===== src/rtl/mips_mc_control_if.sv =====
// Control/datapath bundle for the multi-cycle MIPS control unit.
// master: the control unit (consumes op/zero/mem_ready, drives all control strobes,
//         fault status, state and the retired-instruction count).
// slave:  the datapath/memory side.
interface mips_mc_control_if #(
  parameter int unsigned CNT_W = 32
);
  logic [5:0]       op;
  logic             zero;
  logic             mem_ready;
  logic             mem_req;
  logic             mem_we;
  logic             IorD;
  logic             IRWrite;
  logic             PCWrite;
  logic [1:0]       PCSrc;
  logic             RegWr;
  logic             RegDst;
  logic             MemtoReg;
  logic             ExtOp;
  logic             AluSrcA;
  logic [1:0]       AluSrcB;
  logic [1:0]       ALUop;
  logic             fault;
  logic [1:0]       fault_code;
  logic [3:0]       state;
  logic [CNT_W-1:0] retired;

  modport master (
    input  op, zero, mem_ready,
    output mem_req, mem_we, IorD, IRWrite, PCWrite, PCSrc, RegWr, RegDst, MemtoReg,
           ExtOp, AluSrcA, AluSrcB, ALUop, fault, fault_code, state, retired
  );

  modport slave (
    output op, zero, mem_ready,
    input  mem_req, mem_we, IorD, IRWrite, PCWrite, PCSrc, RegWr, RegDst, MemtoReg,
           ExtOp, AluSrcA, AluSrcB, ALUop, fault, fault_code, state, retired
  );
endinterface


===== src/rtl/mips_mc_control.sv =====
// Multi-cycle MIPS control unit: sequences FETCH/DECODE/EXEC/MEM/WB over a shared-ALU,
// single-memory datapath, with a memory request/ready handshake, a wait-state watchdog,
// a sticky fault state and a retired-instruction counter.
// Ports: clk (rising edge), reset (async, active-high), bus (master side of
// mips_mc_control_if: op/zero/mem_ready in; control strobes, fault, state, retired out).
module mips_mc_control #(
  parameter int unsigned MEM_TIMEOUT = 16,
  parameter int unsigned TO_W        = 5,
  parameter int unsigned CNT_W       = 32
) (
  input  logic              clk,
  input  logic              reset,
  mips_mc_control_if.master bus
);

  typedef enum logic [3:0] {
    StFetch   = 4'd0,  StDecode = 4'd1, StMemAddr = 4'd2, StMemRd = 4'd3,
    StWbMem   = 4'd4,  StMemWr  = 4'd5, StExecR   = 4'd6, StWbR   = 4'd7,
    StExecI   = 4'd8,  StWbI    = 4'd9, StBranch  = 4'd10, StJump = 4'd11,
    StFault   = 4'd15
  } state_e;

  localparam logic [5:0] OpRtype = 6'b000000;
  localparam logic [5:0] OpLw    = 6'b100011;
  localparam logic [5:0] OpSw    = 6'b101011;
  localparam logic [5:0] OpAddi  = 6'b001000;
  localparam logic [5:0] OpOri   = 6'b001101;
  localparam logic [5:0] OpBeq   = 6'b000100;
  localparam logic [5:0] OpJ     = 6'b000010;

  localparam logic [TO_W-1:0] WdLimit = TO_W'(MEM_TIMEOUT == 0 ? 0 : MEM_TIMEOUT - 1);

  state_e           state_q, state_d;
  logic [1:0]       code_q, code_d;
  logic [TO_W-1:0]  wd_q, wd_d;
  logic [CNT_W-1:0] retired_q;
  logic             retire;

  logic       mem_req_c, mem_we_c, iord_c, ir_write_c, pc_write_c;
  logic [1:0] pc_src_c, alu_src_b_c, alu_op_c;
  logic       reg_wr_c, reg_dst_c, mem_to_reg_c, ext_op_c, alu_src_a_c;

  always_ff @(posedge clk or posedge reset) begin
    if (reset) begin
      state_q   <= StFetch;
      code_q    <= 2'b00;
      wd_q      <= '0;
      retired_q <= '0;
    end else begin
      state_q <= state_d;
      code_q  <= code_d;
      wd_q    <= wd_d;
      if (retire) retired_q <= retired_q + 1'b1;
    end
  end

  always_comb begin
    state_d      = state_q;
    code_d       = code_q;
    wd_d         = '0;
    retire       = 1'b0;
    mem_req_c    = 1'b0;
    mem_we_c     = 1'b0;
    iord_c       = 1'b0;
    ir_write_c   = 1'b0;
    pc_write_c   = 1'b0;
    pc_src_c     = 2'b00;
    reg_wr_c     = 1'b0;
    reg_dst_c    = 1'b0;
    mem_to_reg_c = 1'b0;
    ext_op_c     = 1'b0;
    alu_src_a_c  = 1'b0;
    alu_src_b_c  = 2'b00;
    alu_op_c     = 2'b00;

    case (state_q)
      StFetch: begin
        mem_req_c   = 1'b1;
        alu_src_b_c = 2'b01;
        if (bus.mem_ready) begin
          ir_write_c = 1'b1;
          pc_write_c = 1'b1;
          state_d    = StDecode;
        end
      end
      StDecode: begin
        alu_src_b_c = 2'b11;
        ext_op_c    = 1'b1;
        case (bus.op)
          OpRtype:       state_d = StExecR;
          OpLw, OpSw:    state_d = StMemAddr;
          OpAddi, OpOri: state_d = StExecI;
          OpBeq:         state_d = StBranch;
          OpJ:           state_d = StJump;
          default: begin
            state_d = StFault;
            code_d  = 2'b01;
          end
        endcase
      end
      StMemAddr: begin
        alu_src_a_c = 1'b1;
        alu_src_b_c = 2'b10;
        ext_op_c    = 1'b1;
        state_d     = (bus.op == OpLw) ? StMemRd : StMemWr;
      end
      StMemRd: begin
        mem_req_c = 1'b1;
        iord_c    = 1'b1;
        if (bus.mem_ready) state_d = StWbMem;
      end
      StWbMem: begin
        reg_wr_c     = 1'b1;
        mem_to_reg_c = 1'b1;
        state_d      = StFetch;
        retire       = 1'b1;
      end
      StMemWr: begin
        mem_req_c = 1'b1;
        mem_we_c  = 1'b1;
        iord_c    = 1'b1;
        if (bus.mem_ready) begin
          state_d = StFetch;
          retire  = 1'b1;
        end
      end
      StExecR: begin
        alu_src_a_c = 1'b1;
        alu_op_c    = 2'b10;
        state_d     = StWbR;
      end
      StWbR: begin
        reg_wr_c  = 1'b1;
        reg_dst_c = 1'b1;
        state_d   = StFetch;
        retire    = 1'b1;
      end
      StExecI: begin
        alu_src_a_c = 1'b1;
        alu_src_b_c = 2'b10;
        if (bus.op == OpOri) begin
          alu_op_c = 2'b11;
        end else begin
          ext_op_c = 1'b1;
        end
        state_d = StWbI;
      end
      StWbI: begin
        reg_wr_c = 1'b1;
        state_d  = StFetch;
        retire   = 1'b1;
      end
      StBranch: begin
        alu_src_a_c = 1'b1;
        alu_op_c    = 2'b01;
        pc_src_c    = 2'b01;
        pc_write_c  = bus.zero;
        state_d     = StFetch;
        retire      = 1'b1;
      end
      StJump: begin
        pc_src_c   = 2'b10;
        pc_write_c = 1'b1;
        state_d    = StFetch;
        retire     = 1'b1;
      end
      StFault: ;
      default: state_d = StFault;
    endcase

    // Watchdog only counts while a request stalls; leaving or completing a request clears it,
    // so every request state is entered with a zero count.
    if (mem_req_c && !bus.mem_ready) begin
      if (MEM_TIMEOUT != 0 && wd_q == WdLimit) begin
        state_d = StFault;
        code_d  = 2'b10;
      end else begin
        wd_d = wd_q + 1'b1;
      end
    end
  end

  assign bus.mem_req    = mem_req_c    & ~reset;
  assign bus.mem_we     = mem_we_c     & ~reset;
  assign bus.IorD       = iord_c       & ~reset;
  assign bus.IRWrite    = ir_write_c   & ~reset;
  assign bus.PCWrite    = pc_write_c   & ~reset;
  assign bus.PCSrc      = reset ? 2'b00 : pc_src_c;
  assign bus.RegWr      = reg_wr_c     & ~reset;
  assign bus.RegDst     = reg_dst_c    & ~reset;
  assign bus.MemtoReg   = mem_to_reg_c & ~reset;
  assign bus.ExtOp      = ext_op_c     & ~reset;
  assign bus.AluSrcA    = alu_src_a_c  & ~reset;
  assign bus.AluSrcB    = reset ? 2'b00 : alu_src_b_c;
  assign bus.ALUop      = reset ? 2'b00 : alu_op_c;
  assign bus.fault      = (state_q == StFault);
  assign bus.fault_code = code_q;
  assign bus.state      = state_q;
  assign bus.retired    = retired_q;

endmodule


===== src/flat_wrapper.sv =====
// flat-port wrapper written by rule: the top's interface ports become plain ports
module mips_mc_control_flat 
#(
  parameter int unsigned MEM_TIMEOUT = 16,
  parameter int unsigned TO_W        = 5,
  parameter int unsigned CNT_W       = 32
)
  (clk, reset, bus_op, bus_zero, bus_mem_ready, bus_mem_req, bus_mem_we, bus_IorD, bus_IRWrite, bus_PCWrite, bus_PCSrc, bus_RegWr, bus_RegDst, bus_MemtoReg, bus_ExtOp, bus_AluSrcA, bus_AluSrcB, bus_ALUop, bus_fault, bus_fault_code, bus_state, bus_retired);
  mips_mc_control_if #(.CNT_W(CNT_W)) bus_i ();
  input  logic clk;
  input  logic reset;
  input wire logic [$bits(bus_i.op)-1:0] bus_op;
  input wire logic [$bits(bus_i.zero)-1:0] bus_zero;
  input wire logic [$bits(bus_i.mem_ready)-1:0] bus_mem_ready;
  output wire logic [$bits(bus_i.mem_req)-1:0] bus_mem_req;
  output wire logic [$bits(bus_i.mem_we)-1:0] bus_mem_we;
  output wire logic [$bits(bus_i.IorD)-1:0] bus_IorD;
  output wire logic [$bits(bus_i.IRWrite)-1:0] bus_IRWrite;
  output wire logic [$bits(bus_i.PCWrite)-1:0] bus_PCWrite;
  output wire logic [$bits(bus_i.PCSrc)-1:0] bus_PCSrc;
  output wire logic [$bits(bus_i.RegWr)-1:0] bus_RegWr;
  output wire logic [$bits(bus_i.RegDst)-1:0] bus_RegDst;
  output wire logic [$bits(bus_i.MemtoReg)-1:0] bus_MemtoReg;
  output wire logic [$bits(bus_i.ExtOp)-1:0] bus_ExtOp;
  output wire logic [$bits(bus_i.AluSrcA)-1:0] bus_AluSrcA;
  output wire logic [$bits(bus_i.AluSrcB)-1:0] bus_AluSrcB;
  output wire logic [$bits(bus_i.ALUop)-1:0] bus_ALUop;
  output wire logic [$bits(bus_i.fault)-1:0] bus_fault;
  output wire logic [$bits(bus_i.fault_code)-1:0] bus_fault_code;
  output wire logic [$bits(bus_i.state)-1:0] bus_state;
  output wire logic [$bits(bus_i.retired)-1:0] bus_retired;
  assign bus_i.op = bus_op;
  assign bus_i.zero = bus_zero;
  assign bus_i.mem_ready = bus_mem_ready;
  assign bus_mem_req = bus_i.mem_req;
  assign bus_mem_we = bus_i.mem_we;
  assign bus_IorD = bus_i.IorD;
  assign bus_IRWrite = bus_i.IRWrite;
  assign bus_PCWrite = bus_i.PCWrite;
  assign bus_PCSrc = bus_i.PCSrc;
  assign bus_RegWr = bus_i.RegWr;
  assign bus_RegDst = bus_i.RegDst;
  assign bus_MemtoReg = bus_i.MemtoReg;
  assign bus_ExtOp = bus_i.ExtOp;
  assign bus_AluSrcA = bus_i.AluSrcA;
  assign bus_AluSrcB = bus_i.AluSrcB;
  assign bus_ALUop = bus_i.ALUop;
  assign bus_fault = bus_i.fault;
  assign bus_fault_code = bus_i.fault_code;
  assign bus_state = bus_i.state;
  assign bus_retired = bus_i.retired;
  mips_mc_control #(.MEM_TIMEOUT(MEM_TIMEOUT), .TO_W(TO_W), .CNT_W(CNT_W)) u_core (.clk(clk), .reset(reset), .bus(bus_i));
endmodule

===== config.mk =====
export PLATFORM = sky130hd
export DESIGN_NAME = mips_mc_control_flat
export DESIGN_NICKNAME = d
export VERILOG_FILES = /design/src/rtl/mips_mc_control_if.sv /design/src/rtl/mips_mc_control.sv /design/src/flat_wrapper.sv
export SDC_FILE = /design/constraint.sdc
export NUM_CORES = 1
export LEC_CHECK = 0
export ABC_AREA = 1
export CAP_MARGIN = 15
export CORE_MARGIN = 10
export CORE_UTILIZATION = 45
export CTS_CLUSTER_DIAMETER = 30
export DETAILED_ROUTE_END_ITERATION = 12
export HOLD_SLACK_MARGIN = 0.05
export PLACE_DENSITY_LB_ADDON = 0.1
export SKIP_LAST_GASP = 1
export SLEW_MARGIN = 30
export SYNTH_ARGS = -nofsm -noshare
export SYNTH_HDL_FRONTEND = slang
export SYNTH_SLANG_ARGS = --single-unit

===== constraint.sdc =====
create_clock -name clk -period 1.9 [get_ports clk]
set_input_delay 0.285 -clock clk [delete_from_list [all_inputs] [get_ports clk]]
set_output_delay 0.285 -clock clk [all_outputs]
set_load 0.005 [all_outputs]

-- Yosys cells after proc, flatten, opt, wreduce, memory -nomap -nowiden
Cells that the tools add are included.
- output and inout bits: 55
- bits in registers: 43
- bits of input ports: 10
- mux-type cells: 34
- add/subtract/negate cells: 2
- eq/ne operators: 19
- reduce and logical (&&, ||, !) cells: 14
- bitwise logic cells: 11
- operator list (kind ; number):
    4-bit one-hot mux with 9 select lines ; 1
    32-bit by 1-bit adder with 32-bit output (second input constant) ; 1
    4-bit equality test (second input constant) ; 5
    4-bit two-way mux ; 5
    4-bit one-hot mux with 5 select lines ; 1
    4-bit by 3-bit equality test with 1-bit output (second input constant) ; 4
    2-bit two-way mux ; 8
    6-bit by 4-bit equality test with 1-bit output (second input constant) ; 2
    6-bit equality test (second input constant) ; 2
    2-bit one-hot mux with 3 select lines ; 2
    1-bit bitwise AND ; 10
    1-bit two-way mux ; 10
    5-bit two-way mux ; 2
    2-bit OR reduction ; 5
    4-bit by 2-bit equality test with 1-bit output (second input constant) ; 2
    7-bit OR reduction ; 1
    6-bit by 2-bit equality test with 1-bit output (second input constant) ; 1
    6-bit by 3-bit equality test with 1-bit output (second input constant) ; 1
    6-bit zero test ; 1
    3-bit OR reduction ; 2
    5-bit by 1-bit adder with 5-bit output (second input constant) ; 1
    5-bit by 4-bit equality test with 1-bit output (second input constant) ; 1
    5-bit OR reduction ; 1
    4-bit by 1-bit equality test with 1-bit output (second input constant) ; 1
    9 further kinds ; 10

-- Longest topological paths before layout
- depth in word-level cells: 6
- depth in mapped cells: 11
- mapped depth without buffers: 10

-- Worst setup path before layout
No wires, ideal clock.
- path kind: input to output
- start point: input port reset
- end point: output port bus_AluSrcB[1]
- path buffers: 0
- required time: 1.615 ns
- stages on the path: 3
- slack: 0.087 ns
- data arrival time: 1.528 ns
- path through: inv_1 o21ai_0 inv_1
- longest elaborated chain between the ends: 1
- RTL lines (item ; RTL line ; source):
    from (decl) ; flat_wrapper.sv:11 ; input logic reset;
    2-bit two-way mux ; mips_mc_control.sv:194 ; assign bus.AluSrcB = reset ? 2'b00 : alu_src_b_c;
    to (decl) ; flat_wrapper.sv:26 ; output wire logic [$bits(bus_i.AluSrcB)-1:0] bus_AluSrcB;
Every way passes these cells.

-- Worst setup path in the final report
- start point: register u_core.state_q[1], in the netlist u_core.bus.state[1]
- end point: output port bus_AluSrcB[1]
- longest elaborated chain between the ends: 4
- RTL lines (item ; RTL line ; source):
    from (decl) ; mips_mc_control.sv:33 ; state_e state_q, state_d;
    from (signal assigned) ; mips_mc_control.sv:45 ; state_q <= StFetch;
    from (signal assigned) ; mips_mc_control.sv:50 ; state_q <= state_d;
    4-bit by 2-bit equality test with 1-bit output / 4-bit equality test (equally long branches) ; mips_mc_control.sv:76 ; case (state_q)
    2-bit OR reduction (no line) ; - ;
    2-bit one-hot mux with 3 select lines * ; mips_mc_control.sv:76 ;
    2-bit two-way mux * ; mips_mc_control.sv:194 ;
Mark *: on every way between the ends. The rest lies on a longest branch, timed or not.

==> run_results.csv <==
group,metric,value,unit
clock_tree,cts_root_buf,"clkbuf_8",
sta,fin_ws,-36.86,ps
placement,dp_hpwl,6.586,mm
route,post_drt_wl_per_cell,12.79,µm
route,drt_iter0_markers,147,
global_route,antenna_found_initial,0,
clock_tree,cts_tree,"done",
layout,stdcell_area,0.004133,mm²
synth,ys_types,26,
floorplanning,die_area,0.01038,mm²
sta,clock.fmax,0.5163,GHz
pwr,ir_drop,0.0002047,V
sta,finalSetupTns,-81.74,ps
synth,yosysWarnings,0,
sta,hold_viol_final,0,
worst_hold_path,min_delay_path_depth,1,
sta,hold_ws,474.5,ps
floorplanning,die-width,101.9,µm
sta,min_period_over_period,101.9,%
floorplanning,ios,65,
sta,slew_violations,0,
pwr,fin_total_pwr,1.647,mW
layout,nets,599,
setup_path,crit_fanout,4,
worst_hold_path,worstHoldStart,"u_core.wd_q[0]$_DFF_PP0_",
floorplanning,core_area,0.006422,mm²
synth,synth_nets,496,
setup_path,reg2reg_depth,8,
setup_path,endpoint_kind,"output pin",
route,drt-pass1-iter-count,4,
setup_path,r2r_start,"u_core.bus.retired[1]$_DFFE_PP0P_",
floorplanning,start_util,46.95,%
layout,fin_cells,665,
route,remaining_drc_errors,0,
sta,min_period,1937,ps
layout,layout-drive-gt1-share,14.12,%
pwr,leakage,2.049,nW
setup_path,arrival,1650,ps
setup_path,crit_path_start_kind,"flop",
placement,gp_congestion,0.8858,
global_route,grt_pass1_wl,14.39,mm
worst_hold_path,min_delay_worst_endpoint,"u_core.wd_q[0]$_DFF_PP0_",
sta,tightest_slew,545.4,ps
synth,synth_seq_cells,43,
synth,yosysTopAreaCellShare,35.68,%
route,vias_per_cell,4.901,
setup_path,r2r_slack,170,ps
global_route,grt_pass1_vias,3220,
clock_tree,htree_levels,2,
setup_path,cp.required,1620,ps
floorplanning,rows,29,
route,num_vias,3259,
setup_path,path_cells,"inv_1, nor2_1, buf_4, nand2_2, nand2_1, o21ai_1, inv_1, dlygate4sd2_1",
placement,post-place-ws,-234.7,ps
pwr,p_per_area,398.6,mW/mm²
setup_path,reg2reg_to,"u_core.bus.retired[20]$_DFFE_PP0P_",
clock_tree,cts_buffer_depth,2,
clock_tree,clock-sinks,43,
setup_path,cp.depth,8,
clock_tree,clk_latency,300,ps
setup_path,critPathTopFamily,"buffers and inverters",
layout,areaGrowthSynthToFinish,37.05,%
global_route,grt_usage,16.78,%
worst_hold_path,hp-class,"flop to flop",
layout,n_antenna_cell,0,
synth,syn_area,0.003015,mm²
setup_path,path_buf_inv,4,
run,cap_viol_max_count,0,
setup_path,max_stage_delay,450,ps
setup_path,cp_common_cell,"inv_1",
placement,io_buffers,64,
placement,placed_cell_area,0.003933,mm²
synth,ys_seq_area_share,35.68,%
setup_path,path_class,"flop to output pin",
synth,avgSynthCellArea,6.230,µm²
synth,synth_top_area_cell,"dfrtp_1",
global_route,grt-ovfl-total,0,
run_status,outcome,"finished with violations",
floorplanning,fp.dieH,101.9,µm
run_status,violations,"setup timing",
placement,dp.cells,648,
sta,skew,14.36,ps
route,routed_wl,8.506,mm
sta,max-slew-margin-rel,63.64,%
sta,rsz0062_at_grt,"yes",
global_route,grt_max_degree,44,
synth,syn_inst,484,
route,ant_nets,0,
synth,ys_top_cells_by_area,"dfrtp_1 (36%), nand2_1 (24%), nor2_1 (11%)",
clock_tree,clk_pin_slew,80,ps
clock_tree,cts_buffers,5,
sta,setup_violations,3,
setup_path,cp_slowest_cell,"dfrtp_2",
layout,fin_util,64.35,%
[synth_stat cells]
library cell and count:
nand2_1 192, nor2_1 91, inv_1 48, dfrtp_1 43
nand3_1 34, nand3b_1 13, nand4_1 10, xor2_1 9
o21ai_0 7, a21oi_1 5, inv_2 4, nor3_1 4
buf_6 3, nand2_2 3, nor2_2 3, buf_4 2
ha_1 2, nor2_4 2, o21ai_1 2, a21boi_1 1
a31oi_1 1, a41oi_1 1, and2_0 1, buf_2 1
clkbuf_1 1, nand2_4 1
[worst register-to-register path, delay by kind of cell (launching register included)]
family        cells  cell delay [ps]
fa+ha+maj         1              250
simple gates      6              860
flops             1              420
buf+inv           1              110
[power by group]
| group | total, mW | leakage [nW] | internal [mW] | switching (mW) |
|---|---|---|---|---|
| logic | 0.0880 | 1.42 | 0.0393 | 0.0487 |
| clock network | 0.645 | 0.0505 | 0.331 | 0.314 |
| registers | 0.914 | 0.574 | 0.914 | 0 |
[layout by cell type, fill, tap and decap left out, types with 2 or more instances in the layout]
master           instances
a21oi_1                  4
buf_4                   36
buf_6                    2
clkbuf_2                 4
clkbuf_8                 7
clkdlybuf4s50_1         47
dfrtp_1                 41
dfrtp_2                  2
dlygate4sd2_1           11
ha_1                     2
inv_1                   45
inv_2                    6
nand2_1                186
nand2_2                  9
nand3_1                 32
nand3_2                  2
nand3b_1                13
nand4_1                 10
nor2_1                  86
nor2_2                   7
nor2_4                   3
nor3_1                   4
o21ai_0                  6
o21ai_1                  3
xor2_1                   9
[repair_timing]
item,in CTS,in global routing
pin swaps,1,0
hold endpoints to repair,0,0
setup endpoints to repair,17,15
gates resized for setup,28,23
hold buffers,0,0
buffers inserted,7,2
[per-layer routing]
layer	vias up	GRT usage (%)	routed length, µm
li1	1709	-	-
met5	-	0	0
met2	57	29.42	4252
met3	13	4.993	453
met1	1480	19.31	3692
met4	0	5.098	108
[how the worst max path moves through the flow]
stage          slack, ps              to                     startpoint
2_1_floorplan         90  bus_AluSrcB[1]                          reset
3_3_place_gp        -170    bus_ALUop[1]                      bus_op[3]
3_5_place_dp        -230    bus_ALUop[0]                      bus_op[3]
4_1_cts             -200       bus_RegWr  u_core.bus.state[1]$_DFF_PP0_
5_1_grt             -140  bus_AluSrcB[1]  u_core.bus.state[1]$_DFF_PP0_
6_report             -40  bus_AluSrcB[1]  u_core.bus.state[1]$_DFF_PP0_
[flip-flops by register name, summed over array words and instances (netlist names)]
signal,flops
u_core.bus.fault_code,2
u_core.wd_q,5
u_core.bus.retired,32
u_core.bus.state,4
[layout make-up]
type	instances	area, µm²
clock buffer	7	96.34
clock inverter	1	7.507
sequential	43	1079
multi-input combinational	382	1742
timing repair buffer	103	917.1
fill	573	2290
tap	77	96.34
inverter	52	195.2
[logic make-up (layout without fill, tap and decap cells)]
logic type	Yosys count	after routing	synth area share, %
simple gates	354	354	49.42
fa+ha+maj	2	2	0.8297
compound gates	17	17	3.071
flops	43	43	35.68
xor+xnor	9	9	2.614
buf+inv	59	163	8.381
No activity file was read; power rests on OpenSTA's default activity.
